## src/rtl/ping_period_monitor_if.sv

```systemverilog
// Ping/status bundle between a ping source (master) and the period monitor (slave).
// The master drives ping/err_clr; the slave returns lock, sticky errors and the ping count.
interface ping_period_monitor_if #(
  parameter int CNT_W = 16
);
  logic             ping;
  logic             err_clr;
  logic             locked;
  logic             err_early;
  logic             err_missed;
  logic             err_pulse;
  logic [CNT_W-1:0] ping_cnt;

  modport master (
    output ping, err_clr,
    input  locked, err_early, err_missed, err_pulse, ping_cnt
  );

  modport slave (
    input  ping, err_clr,
    output locked, err_early, err_missed, err_pulse, ping_cnt
  );
endinterface

```

## src/rtl/ping_period_monitor.sv

```systemverilog
// Checks that ping recurs every 2^WIDTH cycles; PING_PERIOD_MONITOR_FIRST_CHECK_EN starts in TRACK.
// All outputs registered (1-cycle latency); ping is sampled every edge, no backpressure.
module ping_period_monitor #(
  parameter int WIDTH    = 32,
  parameter int LOCK_CNT = 2,
  parameter int CNT_W    = 16
) (
  input  logic                 clk,
  input  logic                 rst,
  ping_period_monitor_if.slave mon
);

  typedef enum logic {
    HUNT  = 1'b0,
    TRACK = 1'b1
  } state_e;

  localparam logic [WIDTH-1:0] MAX  = '1;
  localparam logic [7:0]       LOCK = 8'(LOCK_CNT);

`ifdef PING_PERIOD_MONITOR_FIRST_CHECK_EN
  localparam state_e RST_STATE = TRACK;
`else
  localparam state_e RST_STATE = HUNT;
`endif

  state_e           state_q, state_d;
  logic [WIDTH-1:0] phase_q, phase_d;
  logic [7:0]       good_run_q, good_run_d;
  logic             locked_q, locked_d;
  logic             err_early_q, err_early_d;
  logic             err_missed_q, err_missed_d;
  logic             err_pulse_q, err_pulse_d;
  logic [CNT_W-1:0] ping_cnt_q, ping_cnt_d;
  logic             early_ev;
  logic             missed_ev;
  logic             at_max;

  always_comb begin
    state_d    = state_q;
    phase_d    = phase_q + WIDTH'(1);
    good_run_d = good_run_q;
    early_ev   = 1'b0;
    missed_ev  = 1'b0;
    at_max     = (phase_q == MAX);

    case (state_q)
      HUNT: begin
        if (mon.ping) begin
          phase_d    = '0;
          state_d    = TRACK;
          good_run_d = 8'd0;
        end
      end
      TRACK: begin
        if (mon.ping && at_max) begin
          if (good_run_q < LOCK) good_run_d = good_run_q + 8'd1;
        end else if (mon.ping) begin
          // Early ping: resync phase on it rather than dropping lockstep.
          early_ev   = 1'b1;
          phase_d    = '0;
          good_run_d = 8'd0;
        end else if (at_max) begin
          missed_ev  = 1'b1;
          state_d    = HUNT;
          good_run_d = 8'd0;
        end
      end
      default: state_d = RST_STATE;
    endcase

    locked_d     = (good_run_d == LOCK);
    ping_cnt_d   = (mon.ping && (ping_cnt_q != '1)) ? ping_cnt_q + CNT_W'(1) : ping_cnt_q;
    // A new error event outranks err_clr for its own flag only.
    err_early_d  = early_ev  | (err_early_q  & ~mon.err_clr);
    err_missed_d = missed_ev | (err_missed_q & ~mon.err_clr);
    err_pulse_d  = early_ev | missed_ev;
  end

  always_ff @(posedge clk) begin
    if (rst) begin
      state_q      <= RST_STATE;
      phase_q      <= '0;
      good_run_q   <= 8'd0;
      locked_q     <= 1'b0;
      err_early_q  <= 1'b0;
      err_missed_q <= 1'b0;
      err_pulse_q  <= 1'b0;
      ping_cnt_q   <= '0;
    end else begin
      state_q      <= state_d;
      phase_q      <= phase_d;
      good_run_q   <= good_run_d;
      locked_q     <= locked_d;
      err_early_q  <= err_early_d;
      err_missed_q <= err_missed_d;
      err_pulse_q  <= err_pulse_d;
      ping_cnt_q   <= ping_cnt_d;
    end
  end

  assign mon.locked     = locked_q;
  assign mon.err_early  = err_early_q;
  assign mon.err_missed = err_missed_q;
  assign mon.err_pulse  = err_pulse_q;
  assign mon.ping_cnt   = ping_cnt_q;

endmodule
```

## src/flat_wrapper.sv

```systemverilog
// flat-port wrapper written by rule: the top's interface ports become plain ports
module ping_period_monitor_flat 
#(
  parameter int WIDTH    = 32,
  parameter int LOCK_CNT = 2,
  parameter int CNT_W    = 16
)
  (clk, rst, mon_ping, mon_err_clr, mon_locked, mon_err_early, mon_err_missed, mon_err_pulse, mon_ping_cnt);
  ping_period_monitor_if #(.CNT_W(CNT_W)) mon_i ();
  input  logic clk;
  input  logic rst;
  input wire logic [$bits(mon_i.ping)-1:0] mon_ping;
  input wire logic [$bits(mon_i.err_clr)-1:0] mon_err_clr;
  output wire logic [$bits(mon_i.locked)-1:0] mon_locked;
  output wire logic [$bits(mon_i.err_early)-1:0] mon_err_early;
  output wire logic [$bits(mon_i.err_missed)-1:0] mon_err_missed;
  output wire logic [$bits(mon_i.err_pulse)-1:0] mon_err_pulse;
  output wire logic [$bits(mon_i.ping_cnt)-1:0] mon_ping_cnt;
  assign mon_i.ping = mon_ping;
  assign mon_i.err_clr = mon_err_clr;
  assign mon_locked = mon_i.locked;
  assign mon_err_early = mon_i.err_early;
  assign mon_err_missed = mon_i.err_missed;
  assign mon_err_pulse = mon_i.err_pulse;
  assign mon_ping_cnt = mon_i.ping_cnt;
  ping_period_monitor #(.WIDTH(WIDTH), .LOCK_CNT(LOCK_CNT), .CNT_W(CNT_W)) u_core (.clk(clk), .rst(rst), .mon(mon_i));
endmodule
```

## config.mk

```make
export PLATFORM = sky130hd
export DESIGN_NAME = ping_period_monitor_flat
export DESIGN_NICKNAME = d
export VERILOG_FILES = /design/src/rtl/ping_period_monitor_if.sv /design/src/rtl/ping_period_monitor.sv /design/src/flat_wrapper.sv
export SDC_FILE = /design/constraint.sdc
export NUM_CORES = 1
export LEC_CHECK = 0
export CORE_ASPECT_RATIO = 1.5
export CORE_MARGIN = 5
export CORE_UTILIZATION = 40
export CTS_BUF_LIST = sky130_fd_sc_hd__clkbuf_16
export DETAILED_ROUTE_END_ITERATION = 8
export GPL_TIMING_DRIVEN = 0
export PLACE_DENSITY = 0.59
export RECOVER_POWER = 50
export SETUP_SLACK_MARGIN = 0.2
export SLEW_MARGIN = 25
export SYNTH_ARGS = -nofsm -noshare
export SYNTH_HDL_FRONTEND = slang
export SYNTH_SLANG_ARGS = --single-unit
export TNS_END_PERCENT = 5
```

## constraint.sdc

```tcl
create_clock -name clk -period 4.8 [get_ports clk]
set_input_delay 0.72 -clock clk [delete_from_list [all_inputs] [get_ports clk]]
set_output_delay 0.72 -clock clk [all_outputs]
set_load 0.03 [all_outputs]
```

# Word level (Yosys, flattened, before mapping)
# Cells that the tools add are included.
# classes
add_sub_neg,3
magnitude_cmp,1
n_eq_ne,3
n_mux,20
bitwise_logic,7
reduce_logical,2
# op_table
cell,count
32-bit 2-to-1 mux,2
32-bit case mux with 2 select lines,1
8-bit 2-to-1 mux,5
32-bit by 1-bit adder with 32-bit output (second input constant),1
32-bit equality test (second input constant),1
16-bit by 1-bit adder with 16-bit output (second input constant),1
16-bit != test (second input constant),1
8-bit case mux with 2 select lines,1
1-bit 2-to-1 mux,10
8-bit by 1-bit adder with 8-bit output (second input constant),1
8-bit by 2-bit equality test with 1-bit output (second input constant),1
8-bit by 2-bit < comparator with 1-bit output (second input constant),1
1-bit OR,3
1-bit bitwise AND,2
1-bit logical AND,2
1-bit NOT,2
1-bit case mux with 2 select lines,1
# word_totals
ff_bits,61

# Logic depth before layout (Yosys ltp)
# Gate-level depths: netlist of the first run.
# logic_depth
ltp_word,6
mapped_depth,7
ltp_nobuf,6

# Worst setup path after synthesis of the first run
# Ideal clock, no wire load.
# synth_timing
path_type,reg-to-reg
startpoint,"reg u_core.ping_cnt_q[2], in the netlist u_core.mon.ping_cnt[2]"
endpoint,"reg u_core.ping_cnt_q[1], in the netlist u_core.mon.ping_cnt[1]"
setup_time_ps,128
arrival_time_ps,1919
path_slack_ps,2753
stages_incl_launch_ff,6
n_path_buf,0
synth_period_minus_slack_ps,2047
cell_sequence,dfxtp_1 -> nand4_1 -> nor4_1 -> a21oi_1 -> mux2i_1 -> nor2_1
# synth_between
elab_chain_cells,2
# synth_lines
element,line,text
from (decl),ping_period_monitor.sv:34,"logic [CNT_W-1:0] ping_cnt_q, ping_cnt_d;"
from (signal assigned),ping_period_monitor.sv:98,ping_cnt_q <= ping_cnt_d;
16-bit != test,ping_period_monitor.sv:73,ping_cnt_d = (mon.ping && (ping_cnt_q != '1)) ? ping_cnt_q + CNT_W'(1) : ping_cnt_q;
1-bit logical AND,ping_period_monitor.sv:73,
# Every way passes these cells.
# A chain may end at the register's enable or synchronous reset.

# Worst setup path after layout of the first run
# layout_timing
startpoint,reg u_core.phase_q[13]
endpoint,reg u_core.good_run_q[2]
# layout_between
elab_chain_cells,5
word_cells_on_any_way,6
# layout_lines
element,line,text
from (decl),ping_period_monitor.sv:28,"logic [WIDTH-1:0] phase_q, phase_d;"
from (signal assigned),ping_period_monitor.sv:92,phase_q <= phase_d;
32-bit equality test (*),ping_period_monitor.sv:45,at_max = (phase_q == MAX);
8-bit 2-to-1 mux,ping_period_monitor.sv:63,end else if (at_max) begin
8-bit 2-to-1 mux,ping_period_monitor.sv:58,end else if (mon.ping) begin
8-bit 2-to-1 mux (*),ping_period_monitor.sv:56,if (mon.ping && at_max) begin
8-bit case mux with 2 select lines (*),ping_period_monitor.sv:47,case (state_q)
to (signal assigned),ping_period_monitor.sv:93,good_run_q <= good_run_d;
to (decl),ping_period_monitor.sv:29,"logic [7:0] good_run_q, good_run_d;"
# Mark *: on every way between the ends. The rest lies on a longest branch, timed or not.

==> load_flow_metrics.sql, run 1 <==
INSERT INTO impl_metrics (metric_group, metric, value, unit) VALUES
('sta', 'totalNegativeSetupSlack', '0', 'ns'),
('die', 'die-width', '77.6', 'um'),
('placement', 'dp.final_hpwl', '4040', 'um'),
('yosys', 'ys_async_sr_fraction', '0', '%'),
('power_and_ir_drop', 'ir_worst_vdd', '0.000268', 'V'),
('detailed_routing', 'met2_wl_post_dr', '2770', 'um'),
('global_routing', 'grt_max_degree', '11', ''),
('clock_network', 'tritoncts', 'built', ''),
('run_status', 'run_status', 'finished, final reports clean', ''),
('clock_network', 'post_cts.repair.setup_buffers', '0', ''),
('detailed_routing', 'detail_route.drc_violations', '0', ''),
('clock_network', 'cts-resized-gates', '0', ''),
('final_layout', 'n_antenna_cell', '0', ''),
('sta', 'rsz_0062_raised_after_global_routing', 'false', ''),
('detailed_routing', 'drt-wirelength-per-cell', '12.8', 'um'),
('die', 'design.die.area', '8640', 'um2'),
('die', 'row_count', '37', ''),
('yosys', 'synthFlopType', 'dfxtp_1', ''),
('worst_setup_path', 'end_kind', 'flop', ''),
('sta', 'final-max-slew-violation-count', '0', ''),
('clock_network', 'cts.root.buffer_cell', 'clkbuf_16', ''),
('worst_setup_path', 'worst_ep_arrival_time', '2.61', 'ns'),
('die', 'die_height', '111', 'um'),
('sta', 'fin_crit_sh', '50.4', '%'),
('detailed_routing', 'drt-pass1-iter-count', '4', ''),
('clock_network', 'clk_pin_slew_worst_paths', '0.05', 'ns'),
('worst_setup_path', 'worst-endpoint-required', '4.99', 'ns'),
('detailed_routing', 'drt.antenna.violating_nets', '0', ''),
('yosys', 'yosysMostFrequentCell', 'dfxtp_1', ''),
('final_layout', 'layout-drive-gt1-share', '6.69', '%'),
('placement', 'placedInstanceArea', '3050', 'um2'),
('detailed_routing', 'route.vias.total', '2209', ''),
('die', 'initial_utilization', '40.5', '%'),
('yosys', 'synth.yosys.seq_area_share', '44.6', '%'),
('worst_hold_path', 'hold_path_class', 'reg2reg', ''),
('sta', 'timing.final.setup_violations', '0', ''),
('global_routing', 'initial_antenna_violation_count', '0', ''),
('yosys', 'synth.cell_area', '2740', 'um2'),
('detailed_routing', 'met1_length', '2260', 'um'),
('yosys', 'average_instance_area_after_synthesis', '8.89', 'um2'),
('sta', 'fmax', '413', 'MHz'),
('final_layout', 'layout.filler_cells', '682', ''),
('global_routing', 'globalRouteTotalUtil', '13.3', '%'),
('sta', 'tightest_slew', '1.13', 'ns'),
('worst_setup_path', 'largest_fanout_of_any_net_on_the_critical_path', '10', ''),
('clock_network', 'tritoncts_num_sinks', '61', ''),
('clock_network', 'clkLatencyLatePin', '0.32', 'ns'),
('placement', 'portBuffers', '21', ''),
('detailed_routing', 'uppermost_layer_routed', 'met4', ''),
('detailed_routing', 'wl_met3', '207', 'um'),
('clock_network', 'htreeDepth', '3', ''),
('detailed_routing', 'drt_iter0_drc', '95', ''),
('global_routing', 'first_global_vias', '2131', ''),
('sta', 'hold_viol', '0', ''),
('die', 'core_area', '6760', 'um2'),
('final_layout', 'post-route-util', '49.1', '%'),
('yosys', 'synth_largest_area_cell', 'dfxtp_1', ''),
('final_layout', 'layout.cell_area.non_filler', '3320', 'um2'),
('yosys', 'ys_warn_count', '0', ''),
('power_and_ir_drop', 'leakagePower', '1.15', 'nW'),
('global_routing', 'gr-total-overflow', '0', ''),
('power_and_ir_drop', 'power_per_cell_area', '349', 'nW/um2'),
('final_layout', 'layout-area-overhead-vs-synth', '21.1', '%'),
('clock_network', 'cts_inserted_buffers', '9', ''),
('placement', 'routability_congestion_estimate', '0.798', ''),
('yosys', 'ys_top_cells_by_area', 'dfxtp_1 45%, xnor2_1 9.3%, nor2_1 7.3%', ''),
('yosys', 'syn_nets', '315', ''),
('sta', 'max_slew_margin', '23.7', '%'),
('detailed_routing', 'vias_per_cell', '5.23', ''),
('yosys', 'synth-edff-count', '0', ''),
('worst_setup_path', 'start_kind', 'flop', '');
worst paths after layout:
path | depth (start not counted) | slack, ns | to | from
worst max-delay path | 5 | 2.38 | u_core.good_run_q[2] | u_core.phase_q[13]
worst min-delay path | 1 | 0.45 | u_core.phase_q[0] | u_core.phase_q[0]
worst max register to register | 5 | 2.38 | u_core.good_run_q[2] | u_core.phase_q[13]
worst min register to register | 1 | 0.45 | u_core.phase_q[0] | u_core.phase_q[0]
flip-flops by register name, indices dropped and copies added (netlist names):
signal,cells
u_core.phase_q,32
u_core.mon.ping_cnt,16
u_core.good_run_q,8
u_core.mon.err_early,1
u_core.mon.err_missed,1
u_core.mon.err_pulse,1
u_core.mon.locked,1
u_core.state_q,1
per-stage QoR:
stage / setup slack, ns / power (W) / cells / hold slack [ns]
final: 2.38 / 0.00116 / 422 / 0.448
after global routing: 2.18 / 0.00121 / 422 / 0.477
after CTS: 2.54 / 0.00118 / 422 / 0.456
after detailed placement: 2.47 / 0.000570 / 407 / 0.445
after global placement: 2.44 / 0.000570 / 407 / 0.439
after floorplan: 2.75 / 0.000556 / 308 / 0.421
where the power goes:
part	switching (W)	leakage, nW	total (W)	internal (W)
Clock	0.000209	0.136	0.000601	0.000392
Sequential	0.00000468	0.493	0.000517	0.000512
Combinational	0.0000262	0.521	0.0000412	0.0000150
final cells by class:
| cell class | count | area, um2 | share of cell area [%] |
|---|---|---|---|
| Inverter | 9 | 33.8 | 1.02 |
| Timing Repair Buffer | 21 | 210 | 6.34 |
| Tap cell | 78 | 97.6 | 2.94 |
| Multi-Input combinational cell | 230 | 1420 | 42.9 |
| Buffer | 8 | 52.6 | 1.58 |
| Clock inverter | 6 | 55.1 | 1.66 |
| Sequential cell | 61 | 1220 | 36.8 |
| Clock buffer | 9 | 225 | 6.79 |
metal layers:
metal  track usage [%]  vias to the layer above
met1              14.4                     1028
met2              23.2                       36
met3              2.99                       12
met4              7.57                        0
li1                  -                     1133
met5                 0                        -
kinds of logic (layout without fill, tap and decap cells):
family	Yosys count	count (layout)	synth area share (%)
muxes	1	1	0.365
adders and majority gates	3	3	1.37
AOI/OAI and AO/OA	19	19	4.89
and+or+nand+nor	161	161	30.9
DFF	61	61	44.6
buffers and inverters	17	53	3.15
xor gates and xnor gates	46	46	14.7
cell usage in the layout, fill, tap and decap left out, drive strengths merged, types with 13 or more instances in the layout:
cell,instances
dlygate4sd3,20
dfxtp,61
nand3,13
nor3,16
xor2,17
nand2,21
clkbuf,14
nor2,55
nand4,15
xnor2,29
worst max-delay path: stages, from the launching register on:
cell	delay, ns
dfxtp_1	0.39
and4_1	0.27
nand4_1	0.40
or4_1	0.71
xnor2_1	0.42
nor3_1	0.10
Note: power is estimated with default switching activity, not from simulation.
==> inputs of run 2 (changes only) <==
--- a/config.mk
+++ b/config.mk
@@ -11,7 +11,7 @@
 export CTS_BUF_LIST = sky130_fd_sc_hd__clkbuf_16
 export DETAILED_ROUTE_END_ITERATION = 8
 export GPL_TIMING_DRIVEN = 0
-export PLACE_DENSITY = 0.59
+export PLACE_DENSITY = 0.61
 export RECOVER_POWER = 50
 export SETUP_SLACK_MARGIN = 0.2
 export SLEW_MARGIN = 25
==> constraint.sdc (replaced) <==
create_clock -name clk -period 2.1 [get_ports clk]
set_input_delay 0.315 -clock clk [delete_from_list [all_inputs] [get_ports clk]]
set_output_delay 0.315 -clock clk [all_outputs]
set_load 0.03 [all_outputs]
==> run 2 against run 1 <==
Fmax increased by 20%. Highest routed layer unchanged. Sequential share of layout area shrank 2.9 points. Clock power grew to 2.6 times the previous value.
==> load_flow_metrics.sql, run 2 (synthesized netlist as in run 1, its figures left out) <==
INSERT INTO impl_metrics (metric_group, metric, value, unit) VALUES
('worst_setup_path', 'timing.setup.critical_path_class', 'reg2reg', ''),
('global_routing', 'grt_max_degree', '12', ''),
('global_routing', 'globalRouteTotalUtil', '13.6', '%'),
('sta', 'totalNegativeSetupSlack', '0', 'ns'),
('power_and_ir_drop', 'seq_power_share', '41.5', '%'),
('worst_setup_path', 'end_kind', 'flop', ''),
('worst_setup_path', 'largest_fanout_of_any_net_on_the_critical_path', '6', ''),
('sta', 'rsz_0062_raised_after_global_routing', 'true', ''),
('die', 'core_area', '6760', 'um2'),
('power_and_ir_drop', 'comb_power_share', '4.1', '%'),
('clock_network', 'clk_pin_slew_worst_paths', '0.05', 'ns'),
('global_routing', 'gr-total-overflow', '0', ''),
('final_layout', 'layout-area-overhead-vs-synth', '35.1', '%'),
('placement', 'routability_congestion_estimate', '0.806', ''),
('die', 'die_height', '111', 'um'),
('worst_setup_path', 'path_common_cell', 'or4_4', ''),
('sta', 'hold_viol', '0', ''),
('power_and_ir_drop', 'power.share.clock', '54.3', '%'),
('sta', 'finalWorstPathRequiredPeriod', '2.02', 'ns'),
('detailed_routing', 'detail_route.drc_violations', '0', ''),
('clock_network', 'tritoncts', 'built', ''),
('power_and_ir_drop', 'ir_worst_vdd', '0.000498', 'V'),
('die', 'die-width', '77.6', 'um'),
('worst_setup_path', 'worst-endpoint-required', '2.30', 'ns'),
('die', 'row_count', '37', ''),
('detailed_routing', 'drt-wirelength-per-cell', '13.0', 'um'),
('sta', 'fmax', '494', 'MHz'),
('sta', 'tightest_slew', '0.545', 'ns'),
('sta', 'final-max-slew-violation-count', '0', ''),
('global_routing', 'first_pass_grt_wire_length', '9450', 'um'),
('power_and_ir_drop', 'internal-power', '0.00224', 'W'),
('final_layout', 'largest-register', 'u_core.phase_q', ''),
('global_routing', 'initial_antenna_violation_count', '0', ''),
('sta', 'fin_crit_sh', '96.4', '%'),
('worst_setup_path', 'timing.critical_path.slowest_stage_cell', 'or4_4', ''),
('detailed_routing', 'drt-pass1-iter-count', '4', ''),
('detailed_routing', 'postRouteWirelength', '5710', 'um'),
('detailed_routing', 'route.vias.total', '2252', ''),
('final_layout', 'largest_register_ffs', '32', ''),
('final_layout', 'layout-drive-gt1-share', '21.9', '%'),
('worst_setup_path', 'cell_by_cell_trace_of_the_critical_path', 'nand3_2 > or4_4 > or4_4 > buf_6 > xnor2_4 > nor3b_1', ''),
('final_layout', 'top_library_cells_by_usage_in_the_layout_fill_and_taps_aside', '50 x nor2_1, 44 x dfxtp_1, 28 x xnor2_1', ''),
('global_routing', 'first_global_vias', '2075', ''),
('run_status', 'run_status', 'finished, final reports clean', ''),
('clock_network', 'clkLatencyLatePin', '0.33', 'ns'),
('final_layout', 'n_antenna_cell', '0', ''),
('clock_network', 'cts_inserted_buffers', '9', ''),
('worst_setup_path', 'cpLargestDelayFamily', 'simple AND/OR/NAND/NOR gates', ''),
('worst_hold_path', 'hold_path_class', 'reg2reg', ''),
('clock_network', 'cts.root.buffer_cell', 'clkbuf_16', ''),
('placement', 'dp.final_hpwl', '4020', 'um'),
('die', 'design.die.area', '8640', 'um2'),
('power_and_ir_drop', 'power_per_cell_area', '765', 'nW/um2'),
('power_and_ir_drop', 'p_sw_share', '20.7', '%'),
('final_layout', 'most_frequent_standard_cell_in_the_layout_excluding_fill_and_tap_cells', 'nor2_1', ''),
('placement', 'portBuffers', '21', ''),
('die', 'initial_utilization', '40.5', '%'),
('power_and_ir_drop', 'leakagePower', '1.33', 'nW'),
('clock_network', 'tritoncts_num_sinks', '61', ''),
('sta', 'holdWs', '0.447', 'ns'),
('detailed_routing', 'vias_per_cell', '5.13', ''),
('sta', 'timing.final.setup_violations', '0', ''),
('worst_setup_path', 'start_kind', 'flop', ''),
('worst_setup_path', 'critPathBufInv', '1', ''),
('final_layout', 'fin_nets', '363', ''),
('worst_setup_path', 'worst_ep_arrival_time', '2.22', 'ns'),
('clock_network', 'htreeDepth', '3', ''),
('detailed_routing', 'drt_iter0_drc', '51', ''),
('die', 'floorplan.io_pins', '24', ''),
('sta', 'skew', '0.00631', 'ns'),
('sta', 'max_slew_margin', '63.7', '%'),
('worst_setup_path', 'critical-path-max-stage-delay', '0.53', 'ns'),
('detailed_routing', 'drt.antenna.violating_nets', '0', ''),
('power_and_ir_drop', 'power_switching', '0.000587', 'W'),
('job', 'cap_violations', '0', ''),
('clock_network', 'clock_path_buffers', '2', '');
[run 2: final cells by class]
class	count	area, um2
multi-input cells	230	1570
clock inverters	7	90.1
inverters	9	33.8
repair buffers	37	372
fillers	632	3060
flip-flops and latches	61	1250
well taps	78	97.6
clock buffers	9	225
plain buffers	8	61.3
[run 2: path summary, 6_finish.rpt]
path | startpoint | end | slack, ns | cells after the start
setup / recovery | u_core.phase_q[21] | u_core.good_run_q[6] | 0.08 | 6
hold / removal | u_core.phase_q[0] | u_core.phase_q[0] | 0.45 | 1
setup reg to reg | u_core.phase_q[21] | u_core.good_run_q[6] | 0.08 | 6
hold reg to reg | u_core.phase_q[0] | u_core.phase_q[0] | 0.45 | 1
[run 2: metal layers]
layer / track usage, % / up-vias / part of all wire (%)
li1: - / 1169 / -
met1: 14.8 / 1035 / 40
met3: 4.21 / 13 / 4.2
met4: 6.54 / 0 / 2.5
met5: 0 / - / 0
met2: 23.5 / 35 / 53
[run 2: power groups by stage]
stage	Clock [W]	Combinational (W)	Sequential (W)
after floorplan	0	0.0000544	0.00122
after global placement	0	0.0000970	0.00120
after detailed placement	0	0.0000979	0.00120
after CTS	0.00159	0.000112	0.00118
after global routing	0.00165	0.000127	0.00118
final	0.00154	0.000117	0.00118
[run 2: worst reg2reg max path: stages, from the launching register on]
cell     delay [ns]
dfxtp_4        0.36
nand3_2        0.06
or4_4          0.53
or4_4          0.45
buf_6          0.15
xnor2_4        0.26
nor3b_1        0.08
[run 2: through the flow]
step                      instance area [um2]  power [W]  setup WS [ns]  std cells  utilization (%)
after global placement                   3050    0.00130         -0.173        407             45.2
final                                    3700    0.00283         0.0760        439             54.8
after CTS                                3540    0.00288         0.0308        430             52.4
after detailed placement                 3050    0.00130         -0.163        407             45.2
after global routing                     3700    0.00296        -0.0161        439             54.8
after floorplan                          2750    0.00127          0.106        308                -
[run 2: what timing repair did]
action	CTS	global route
endpoints found under the setup margin	49	56
cloned	1	1
pin swaps	5	6
hold buffers	0	0
resized for setup	28	24
buffers inserted	6	8
==> inputs of run 3 (changes only) <==
--- a/config.mk
+++ b/config.mk
@@ -5,7 +5,6 @@
 export SDC_FILE = /design/constraint.sdc
 export NUM_CORES = 1
 export LEC_CHECK = 0
-export CORE_ASPECT_RATIO = 1.5
 export CORE_MARGIN = 5
 export CORE_UTILIZATION = 40
 export CTS_BUF_LIST = sky130_fd_sc_hd__clkbuf_16
==> run 3 against run 2 <==
Non-clock buffer count is 9 lower. Clock-buffer cell count did not move. Combinational power shrank 12%. Critical path type unchanged. Sequential power barely moved. Critical path depth unchanged. Routed wire length shrank 2.8%. Cell count shrank 1.6%. Fmax is 0.94% lower.
==> load_flow_metrics.sql, run 3 (synthesized netlist as in run 1, its figures left out) <==
INSERT INTO impl_metrics (metric_group, metric, value, unit) VALUES
('worst_setup_path', 'rrSetupSlack', '0.06', 'ns'),
('worst_setup_path', 'critical-path-max-stage-delay', '0.51', 'ns'),
('worst_setup_path', 'end_kind', 'flop', ''),
('worst_setup_path', 'worst-endpoint-required', '2.34', 'ns'),
('power_and_ir_drop', 'power_per_cell_area', '813', 'nW/um2'),
('final_layout', 'n_antenna_cell', '0', ''),
('placement', 'dp.final_hpwl', '3780', 'um'),
('final_layout', 'fin_nets', '354', ''),
('worst_setup_path', 'path_common_cell', 'or4_4', ''),
('power_and_ir_drop', 'leakagePower', '1.28', 'nW'),
('die', 'core_area', '6720', 'um2'),
('clock_network', 'clkLatencyLatePin', '0.31', 'ns'),
('worst_setup_path', 'worst_r2r_endpoint', 'u_core.phase_q[1]', ''),
('worst_setup_path', 'worst_ep_arrival_time', '2.28', 'ns'),
('sta', 'tightest_slew', '0.701', 'ns'),
('placement', 'routability_congestion_estimate', '0.803', ''),
('sta', 'fmax', '489', 'MHz'),
('clock_network', 'cts_inserted_buffers', '9', ''),
('placement', 'placedInstanceArea', '3060', 'um2'),
('run_status', 'run_status', 'finished, final reports clean', ''),
('detailed_routing', 'drt-pass1-iter-count', '4', ''),
('worst_hold_path', 'hold_path_class', 'reg2reg', ''),
('sta', 'finalWorstPathRequiredPeriod', '2.04', 'ns'),
('global_routing', 'first_global_vias', '1980', ''),
('clock_network', 'clock_path_buffers', '2', ''),
('die', 'die_height', '92.7', 'um'),
('global_routing', 'globalRouteTotalUtil', '13.3', '%'),
('placement', 'portBuffers', '21', ''),
('final_layout', 'layout-area-overhead-vs-synth', '30.3', '%'),
('worst_setup_path', 'timing.setup.critical_path_class', 'reg2reg', ''),
('die', 'design.die.area', '8600', 'um2'),
('final_layout', 'most_frequent_standard_cell_in_the_layout_excluding_fill_and_tap_cells', 'dfxtp_1', ''),
('worst_setup_path', 'cpLargestDelayFamily', 'simple AND/OR/NAND/NOR gates', ''),
('final_layout', 'final-instance-count-excl-fill', '432', ''),
('worst_setup_path', 'cell_by_cell_trace_of_the_critical_path', 'nand4_1 > or4_4 > or4_4 > a21o_4 > buf_6 > nor2_1', ''),
('final_layout', 'largest_register_ffs', '32', ''),
('sta', 'totalNegativeSetupSlack', '0', 'ns'),
('global_routing', 'initial_antenna_violation_count', '0', ''),
('final_layout', 'largest-register', 'u_core.phase_q', ''),
('worst_hold_path', 'hold_path_startpoint', 'u_core.phase_q[0]', ''),
('sta', 'hold_viol', '0', ''),
('worst_hold_path', 'min_to', 'u_core.phase_q[0]', ''),
('detailed_routing', 'route.vias.total', '2199', ''),
('detailed_routing', 'postRouteWirelength', '5550', 'um'),
('sta', 'fin_crit_sh', '97.3', '%'),
('worst_setup_path', 'critPathBufInv', '1', ''),
('sta', 'skew', '0.00808', 'ns'),
('worst_setup_path', 'largest_fanout_of_any_net_on_the_critical_path', '10', ''),
('clock_network', 'clk_pin_slew_worst_paths', '0.05', 'ns'),
('die', 'floorplan.io_pins', '24', ''),
('final_layout', 'layout.cell_area.non_filler', '3570', 'um2'),
('power_and_ir_drop', 'ir_worst_vdd', '0.000411', 'V'),
('die', 'die-width', '92.7', 'um'),
('clock_network', 'tritoncts_num_sinks', '61', ''),
('clock_network', 'cts.root.buffer_cell', 'clkbuf_16', ''),
('global_routing', 'gr-total-overflow', '0', ''),
('sta', 'max_slew_margin', '52.9', '%'),
('worst_setup_path', 'start_kind', 'flop', ''),
('worst_hold_path', 'worst_hold_path.num_cells', '1', ''),
('detailed_routing', 'vias_per_cell', '5.09', ''),
('clock_network', 'htreeDepth', '3', ''),
('worst_setup_path', 'timing.critical_path.slowest_stage_cell', 'or4_4', ''),
('sta', 'final-max-slew-violation-count', '0', ''),
('die', 'row_count', '30', ''),
('sta', 'timing.final.setup_violations', '0', ''),
('job', 'cap_violations', '0', ''),
('placement', 'place_inst', '409', ''),
('final_layout', 'layout.filler_cells', '615', ''),
('global_routing', 'grt_max_degree', '11', ''),
('clock_network', 'tritoncts', 'built', ''),
('detailed_routing', 'detail_route.drc_violations', '0', ''),
('detailed_routing', 'drt-wirelength-per-cell', '12.8', 'um'),
('sta', 'rsz_0062_raised_after_global_routing', 'true', ''),
('final_layout', 'layout-drive-gt1-share', '20.2', '%'),
('global_routing', 'first_pass_grt_wire_length', '9270', 'um'),
('detailed_routing', 'drt_iter0_drc', '80', ''),
('die', 'initial_utilization', '40.8', '%'),
('sta', 'holdWs', '0.451', 'ns'),
('worst_setup_path', 'crit-reg2reg-launch', 'u_core.phase_q[27]', ''),
('final_layout', 'top_library_cells_by_usage_in_the_layout_fill_and_taps_aside', '46 x dfxtp_1, 39 x nor2_1, 28 x xnor2_1', ''),
('detailed_routing', 'drt.antenna.violating_nets', '0', ''),
('worst_setup_path', 'worst_r2r_path_depth', '6', '');
[run 3: layout make-up]
| cell class | count | area (um2) | share of cell area [%] |
|---|---|---|---|
| sequential | 61 | 1240 | 34.8 |
| multi-input combinational | 230 | 1550 | 43.3 |
| clock buffer | 9 | 225 | 6.31 |
| tap | 80 | 100 | 2.80 |
| timing repair buffer | 28 | 263 | 7.36 |
| buffer | 8 | 53.8 | 1.51 |
| clock inverter | 7 | 106 | 2.98 |
| inverter | 9 | 33.8 | 0.946 |
[run 3: how the worst max path moves through the flow]
stage | from | endpoint | slack, ns | cells past startpoint
3_3_place_gp | u_core.phase_q[0] | u_core.good_run_q[0] | -0.19 | 7
3_5_place_dp | u_core.phase_q[0] | u_core.good_run_q[0] | -0.23 | 7
5_1_grt | u_core.phase_q[27] | u_core.phase_q[1] | -0.006 | 6
2_1_floorplan | u_core.phase_q[18] | u_core.good_run_q[2] | 0.11 | 5
4_1_cts | u_core.phase_q[31] | u_core.phase_q[6] | 0.07 | 6
6_report | u_core.phase_q[27] | u_core.phase_q[1] | 0.06 | 6
[run 3: where the power goes]
part	internal [W]	total (W)	switching (W)
clock	0.00114	0.00162	0.000477
combinational	0.0000377	0.000103	0.0000649
sequential	0.00117	0.00118	0.0000114
[run 3: routing by layer]
layer / wire length (um) / GRT usage [%] / vias to the layer above
met5: 0 / 0 / -
met4: 38 / 4.76 / 0
met3: 186 / 3.57 / 2
met2: 2520 / 20.4 / 23
met1: 2800 / 17.9 / 1015
li1: - / - / 1159
[run 3: worst reg2reg max path: stages, from the launching register on]
cell and delay (ns):
dfxtp_4 0.36, nand4_1 0.13, or4_4 0.51, or4_4 0.46, a21o_4 0.27, buf_6 0.15, nor2_1 0.10
[run 3: through the flow]
| stage | setup slack (ns) | utilization, % | power (W) |
|---|---|---|---|
| 2_1_floorplan | 0.106 | - | 0.00127 |
| 3_3_place_gp | -0.194 | 45.5 | 0.00130 |
| 3_5_place_dp | -0.233 | 45.5 | 0.00130 |
| 4_1_cts | 0.0652 | 51.9 | 0.00293 |
| 5_1_grt | -0.00633 | 53.1 | 0.00301 |
| 6_report | 0.0568 | 53.1 | 0.00290 |
[run 3: repair_timing]
item | 4_1_cts | 5_1_grt
resized for setup | 22 | 27
setup endpoints to repair | 47 | 56
buffers inserted | 4 | 3
hold buffers | 0 | 0
pin swaps | 3 | 4
